[config.mk]
export PLATFORM = sky130hd
export DESIGN_NAME = montacargas_controller
export DESIGN_NICKNAME = d
export VERILOG_FILES = /design/src/rtl/montacargas_pkg.sv /design/src/rtl/montacargas_display_mux.sv /design/src/rtl/montacargas_controller.sv
export SDC_FILE = /design/constraint.sdc
export NUM_CORES = 1
export LEC_CHECK = 0
export ABC_AREA = 1
export BUFFER_PORTS_ARGS = -buffer_cell sky130_fd_sc_hd__buf_2
export CAP_MARGIN = 40
export CORE_ASPECT_RATIO = 1.2
export CORE_MARGIN = 10
export CORE_UTILIZATION = 35
export DETAILED_ROUTE_END_ITERATION = 7
export PLACE_DENSITY_LB_ADDON = 0.08
export SYNTH_ARGS = -nofsm -noshare
export SYNTH_HDL_FRONTEND = slang
export SYNTH_SLANG_ARGS = --single-unit
[constraint.sdc]
create_clock -name clockBase_4MHz -period 2.1 [get_ports clockBase_4MHz]
set_input_delay 0.42 -clock clockBase_4MHz [delete_from_list [all_inputs] [get_ports clockBase_4MHz]]
set_output_delay 0.42 -clock clockBase_4MHz [all_outputs]
set_load 0.05 [all_outputs]
[src/rtl/montacargas_pkg.sv]
// Shared types and constants for the three-floor freight-elevator controller.
package montacargas_pkg;

  typedef enum logic [2:0] {
    P1, P2, P3, SUBIR_P2, SUBIR_P3, BAJAR_P1, BAJAR_P2
  } state_e;

  localparam logic [1:0] MOTOR_STOP = 2'b00;
  localparam logic [1:0] MOTOR_UP   = 2'b01;
  localparam logic [1:0] MOTOR_DOWN = 2'b10;

  typedef logic [3:0] glyph_t;

  localparam glyph_t GL_1     = 4'd1;
  localparam glyph_t GL_2     = 4'd2;
  localparam glyph_t GL_3     = 4'd3;
  localparam glyph_t GL_U     = 4'd4;
  localparam glyph_t GL_D     = 4'd5;
  localparam glyph_t GL_DASH  = 4'd6;
  localparam glyph_t GL_BLANK = 4'd7;

  // Segment order {a,b,c,d,e,f,g}, active-low for a common-anode display.
  localparam logic [6:0] SEG_1     = 7'b1001111;
  localparam logic [6:0] SEG_2     = 7'b0010010;
  localparam logic [6:0] SEG_3     = 7'b0000110;
  localparam logic [6:0] SEG_U     = 7'b1000001;
  localparam logic [6:0] SEG_D     = 7'b1000010;
  localparam logic [6:0] SEG_DASH  = 7'b1111110;
  localparam logic [6:0] SEG_BLANK = 7'b1111111;

  typedef struct packed {
    logic btn1;
    logic btn2;
    logic btn3;
    logic door_closed;
    logic fc1;
    logic fc2;
    logic fc3;
  } board_in_t;

  function automatic logic [6:0] glyph_seg(input glyph_t g);
    case (g)
      GL_1:    return SEG_1;
      GL_2:    return SEG_2;
      GL_3:    return SEG_3;
      GL_U:    return SEG_U;
      GL_D:    return SEG_D;
      GL_DASH: return SEG_DASH;
      default: return SEG_BLANK;
    endcase
  endfunction

  function automatic glyph_t floor_glyph(input logic [1:0] f);
    case (f)
      2'd2:    return GL_2;
      2'd3:    return GL_3;
      default: return GL_1;
    endcase
  endfunction

endpackage

[src/rtl/montacargas_display_mux.sv]
// Three-digit multiplexed 7-segment driver; one digit lit per DIV-cycle slot.
module montacargas_display_mux
  import montacargas_pkg::*;
#(
  parameter int DIV = 4000
) (
  input  logic         gclk,
  input  logic         grst_n,
  input  glyph_t [2:0] glyph,
  output logic   [6:0] seg,
  output logic   [2:0] en
);

  localparam int CNT_W = (DIV > 1) ? $clog2(DIV) : 1;

  logic [CNT_W-1:0] cnt_q, cnt_d;
  logic [1:0]       idx_q, idx_d;
  logic [6:0]       seg_q, seg_d;
  logic [2:0]       en_q, en_d;

  // Outputs are registered from the digit index, so the lit digit lags idx_q by one cycle.
  always_comb begin
    cnt_d = cnt_q + 1'b1;
    idx_d = idx_q;
    if (cnt_q == CNT_W'(DIV - 1)) begin
      cnt_d = '0;
      idx_d = (idx_q == 2'd2) ? 2'd0 : idx_q + 2'd1;
    end
    seg_d = glyph_seg(glyph[idx_q]);
    case (idx_q)
      2'd1:    en_d = 3'b101;
      2'd2:    en_d = 3'b011;
      default: en_d = 3'b110;
    endcase
  end

  always_ff @(posedge gclk or negedge grst_n) begin
    if (!grst_n) begin
      cnt_q <= '0;
      idx_q <= '0;
      seg_q <= SEG_BLANK;
      en_q  <= 3'b110;
    end else begin
      cnt_q <= cnt_d;
      idx_q <= idx_d;
      seg_q <= seg_d;
      en_q  <= en_d;
    end
  end

  assign seg = seg_q;
  assign en  = en_q;

endmodule

[src/rtl/montacargas_controller.sv]
// Freight-elevator controller: synchronizers, 1 s prescaler, idle return timer,
// floor FSM and status display.
module montacargas_controller
  import montacargas_pkg::*;
#(
  parameter int CLK_HZ = 4000000,
  parameter int IDLE_S = 60,
  parameter int MUX_HZ = 1000
) (
  input  logic       clockBase_4MHz,
  input  logic       reset,
  input  logic       BotonPiso1,
  input  logic       BotonPiso2,
  input  logic       BotonPiso3,
  input  logic       SensorPuertaCerrada,
  input  logic       FinalCarreraPiso1,
  input  logic       FinalCarreraPiso2,
  input  logic       FinalCarreraPiso3,
  output logic [1:0] DriverMotor,
  output logic [6:0] SieteSegmentos,
  output logic [2:0] HabilitaDisplay
);

  localparam int PRE_W   = (CLK_HZ > 1) ? $clog2(CLK_HZ) : 1;
  localparam int TMR_W   = (IDLE_S > 0) ? $clog2(IDLE_S + 1) : 1;
  localparam int MUX_DIV = (CLK_HZ / MUX_HZ > 0) ? CLK_HZ / MUX_HZ : 1;

  board_in_t        raw_in;
  board_in_t        sync0_q, sync0_d, sync1_q, sync1_d;
  logic [PRE_W-1:0] pre_q, pre_d;
  logic [TMR_W-1:0] timer_q, timer_d;
  logic [1:0]       last_q, last_d;
  state_e           state_q, state_d;
  logic             tick, timeout, door;
  logic [1:0]       motor;
  glyph_t [2:0]     glyph;

  assign raw_in = {BotonPiso1, BotonPiso2, BotonPiso3, SensorPuertaCerrada,
                   FinalCarreraPiso1, FinalCarreraPiso2, FinalCarreraPiso3};

  always_comb begin
    sync0_d = raw_in;
    sync1_d = sync0_q;
    tick    = (pre_q == PRE_W'(CLK_HZ - 1));
    pre_d   = tick ? '0 : pre_q + 1'b1;
    timeout = (timer_q == TMR_W'(IDLE_S));
    door    = sync1_q.door_closed;

    // Calls only count with the door closed; a valid call beats the idle timeout.
    state_d = state_q;
    case (state_q)
      P1: if (door) begin
        if (sync1_q.btn2)      state_d = SUBIR_P2;
        else if (sync1_q.btn3) state_d = SUBIR_P3;
      end
      P2: if (door) begin
        if (sync1_q.btn1)      state_d = BAJAR_P1;
        else if (sync1_q.btn3) state_d = SUBIR_P3;
        else if (timeout)      state_d = BAJAR_P1;
      end
      P3: if (door) begin
        if (sync1_q.btn1)      state_d = BAJAR_P1;
        else if (sync1_q.btn2) state_d = BAJAR_P2;
        else if (timeout)      state_d = BAJAR_P1;
      end
      SUBIR_P2: if (sync1_q.fc2) state_d = P2;
      SUBIR_P3: if (sync1_q.fc3) state_d = P3;
      BAJAR_P1: if (sync1_q.fc1) state_d = P1;
      BAJAR_P2: if (sync1_q.fc2) state_d = P2;
      default:  state_d = BAJAR_P1;
    endcase

    // Held at zero outside P2/P3, so every arrival there starts from zero.
    timer_d = '0;
    if (state_q == P2 || state_q == P3)
      timer_d = (tick && !timeout) ? timer_q + 1'b1 : timer_q;

    last_d = last_q;
    case (state_d)
      P1:      last_d = 2'd1;
      P2:      last_d = 2'd2;
      P3:      last_d = 2'd3;
      default: last_d = last_q;
    endcase
  end

  always_comb begin
    motor    = MOTOR_STOP;
    glyph[0] = floor_glyph(last_q);
    glyph[1] = GL_BLANK;
    glyph[2] = GL_DASH;
    case (state_q)
      SUBIR_P2: begin motor = MOTOR_UP;   glyph[1] = GL_2; glyph[2] = GL_U; end
      SUBIR_P3: begin motor = MOTOR_UP;   glyph[1] = GL_3; glyph[2] = GL_U; end
      BAJAR_P1: begin motor = MOTOR_DOWN; glyph[1] = GL_1; glyph[2] = GL_D; end
      BAJAR_P2: begin motor = MOTOR_DOWN; glyph[1] = GL_2; glyph[2] = GL_D; end
      default:  motor = MOTOR_STOP;
    endcase
  end

  always_ff @(posedge clockBase_4MHz or negedge reset) begin
    if (!reset) begin
      sync0_q <= '0;
      sync1_q <= '0;
      pre_q   <= '0;
      timer_q <= '0;
      last_q  <= 2'd1;
      state_q <= BAJAR_P1;
    end else begin
      sync0_q <= sync0_d;
      sync1_q <= sync1_d;
      pre_q   <= pre_d;
      timer_q <= timer_d;
      last_q  <= last_d;
      state_q <= state_d;
    end
  end

  assign DriverMotor = motor;

  montacargas_display_mux #(.DIV(MUX_DIV)) u_disp (
    .gclk   (clockBase_4MHz),
    .grst_n (reset),
    .glyph  (glyph),
    .seg    (SieteSegmentos),
    .en     (HabilitaDisplay)
  );

endmodule

==> results by group <==
Run status
  • Status: finished clean

Routing
  • Drt pass-1 iters: 4
  • DRC: 0
  • Final ANT Viol Nets: 0
  • DR vias: between 2,000 and 3,000
  • Final wirelength: 7.09 mm
  • Vias per cell: around 4.6
  • 1st-iter DRT viols: ~130
  • Routed length per instance: around 12 um

Floorplanning
  • Die Y: ~130 um
  • Die ar.: about 15,000 um2
  • Rows: 40
  • Chip Width: 113 um
  • Core ar.: 10,100 um2
  • Top Ports: 21
  • Initial Utilization: approximately 36%

Synthesis
  • Yosys Warn Count: 0
  • Top cell type's share of synthesized area: between 40% and 50%
  • Post-synth EDFFs: 0
  • Largest family of logic cells by synthesized area: simple AND/OR/NAND/NOR gates
  • Cells after Synth: 434
  • Cell Area, Synth: between 3000 and 4000 um2
  • Seq/Total Area, Yosys: between 40% and 50%
  • Mux share of post-synthesis cell area: less than 1%
  • Most used DFF post-synth: dfrtp_1
  • XOR/XNOR Fraction of Synth Area: 4.33%
  • Adder-cell share of the synthesized area: around 2.7%
  • Cell variety after synth: between 40 and 50
  • Synth Area per Inst: 8.39 um2
  • FFs w/ async S/R, synth: 100%
  • Biggest area consumer among synthesized cells: dfrtp_1
  • Top cells by area, synth: dfrtp_1, nand2_1, dfstp_2
  • Compound-Gate Fraction of Synth Area: 4.23%
  • Yosys reg bits: 71
  • Syn nets: around 450
  • Area share of and/or/nand/nor cells after synthesis: 30.9%

Critical path
  • CP Launch Type: flop
  • Worst path cell trace: inv_4 > nor2_4 > nand2_1 > nand2_2 > clkbuf_4
  • Crit Path Class: reg2out
  • Max stage delay cell, worst path: dfstp_2
  • Worst Setup End Kind: output pin
  • Critical path fanouts, max: 8
  • R2r setup slk: between 0.4 and 0.5 ns
  • Req. time, crit path: ~1.7 ns
  • Slowest stage delay, CP: roughly 0.63 ns
  • Worst endpoint data arrival time: 1.56 ns

Place
  • Detailed placement HPWL: around 5.3 mm
  • Setup WS pre-CTS: ~0.42 ns
  • Gpl congestion: 0.816
  • Post-placement cell count: around 580
  • Port Buffers: 20

Cells and area
  • Non-Filler Instances: approximately 600
  • Commonest non-fill, non-tap cell in the layout: nand2_1
  • Fill cell count: between 1,000 and 1,500
  • Most frequent cells in the layout: nand2_1, inv_1, dfrtp_1
  • ANT cells: 0
  • Nets: roughly 480
  • Layout area overhead: 16.0%
  • Share of post-route cells with drive strength above 1: 16.3%

Timing
  • Fmax: slightly above 0.5 GHz
  • Clock skew: approximately 0.0063 ns
  • Final worst path period need: 1.98 ns
  • Fin crit share: 94.5%
  • Unrepaired setup endpoints after global routing: false
  • Max-slew violation count: 0
  • Setup tns final: 0 ns
  • Slew at the pin closest to its max-slew limit: ~0.43 ns
  • PnR worst setup slack: ~0.12 ns
  • Final Hold Fails: 0
  • # setup viols final: 0
  • Max_slew headroom: roughly 70%

CTS
  • Clk_lat worst skew: 0.33 ns
  • H-tree levels: 3
  • Max clock buf depth: 2
  • Clock sink count: 71
  • CTS tree: done
  • Clock-pin slew on the worst setup and hold paths: 0.06 ns
  • CTS root buf: clkbuf_16
  • CTS Buf Count: 9

Min path
  • Hold Path Class: in2async

Power and ir drop
  • Total power: 4.30 mW
  • Max IR drop VDD: around 380 uV
  • Power density over the cells: 1020 nW/um2
  • Leakage: approximately 2.2 nW

GRT
  • Gr usage total: 9.82%
  • Overflow left after global routing: 0
  • Global-route wire length before repair: between 10 and 15 mm
  • Pin count of the biggest net entering global routing: 42
  • Vias in the first global route: around 2,700
  • Antenna violations before repair: 0

Job
  • Max_cap viols: 0
## flip-flops by register name, summed over array words and instances (netlist names)
register,count
last_q,2
sync0_q,7
u_disp.seg,7
u_disp.cnt_q,12
u_disp.idx_q,2
sync1_q,6
timer_q,6
door,1
pre_q,22
state_q,3
u_disp.en,3
## Yosys cell counts, drive strengths merged (4+ instances only)
library cell,count
nand2,113
inv,68
dfrtp,59
nor2,52
nand3,38
xor2,14
dfstp,12
o21ai,11
a21oi,10
nor3,10
nand4,9
ha,8
buf,4
nand3b,4
xnor2,4
## report_power, final
| group | switching (mW) | internal [mW] |
|---|---|---|
| Combinational | 0.729 | 0.271 |
| Clock | 0.591 | 1.08 |
| Sequential | 0.0905 | 1.54 |
| Total | 1.41 | 2.89 |
## metrics by stage
step	utilization, %	instance area [um2]	hold slack [ns]
floorplan	-	3640	0.124
global placement	38.5	3890	0.340
detailed placement	38.5	3890	0.335
CTS	41.7	4220	0.0391
global route	41.8	4220	0.0586
finish	41.8	4220	0.0264
## layer usage
metal  routed length, um  global-route usage, %  vias to the layer above
met4                 125                   3.81                        0
met5                   0                      0                        -
met2                3370                   15.9                       36
met1                3380                   11.9                     1261
met3                 223                   2.87                       10
li1                    -                      -                     1425
## path summary, 6_finish.rpt
kind,startpoint,end,depth (start not counted)
max,state_q[0],DriverMotor[1],5
min reg2reg,sync0_q[5],sync1_q[5],0
max in group asynchronous,reset,u_disp.seg[2],2
min in group clockBase_4MHz,FinalCarreraPiso1,sync0_q[2],1
max reg2reg,u_disp.cnt_q[0],u_disp.idx_q[1],5
min,reset,timer_q[2],1
## worst max-delay path, delay by kind of cell (launching register included)
family,cells,cell delay [ns]
buffers and inverters,2,0.31
flip-flops,1,0.63
AND/OR/NAND/NOR,3,0.29
## logic make-up (layout without fill, tap and decap cells)
| kind of cell | count (synthesis) | count (layout) |
|---|---|---|
| buf+inv | 72 | 105 |
| simple gates | 236 | 236 |
| compound gates | 27 | 27 |
| flops | 71 | 71 |
| xor+xnor | 18 | 18 |
| fa+ha+maj | 8 | 8 |
| mux | 2 | 2 |
## final cells by class
type                            count  area (um2)  share of cell area [%]
Tap cell                          126         158                    3.73
Multi-Input combinational cell    291        1560                    36.9
Clock buffer                       10         239                    5.66
Clock inverter                      6        91.3                    2.16
Sequential cell                    71        1790                    42.4
Timing Repair Buffer               21         125                    2.96
Inverter                           68         258                    6.10
## timing repair
item,4_1_cts,5_1_grt
resized for setup,0,1
hold buffers,0,0
endpoints found under the setup margin,0,1
buffers inserted,0,0
(Power assumes the default switching activity.)
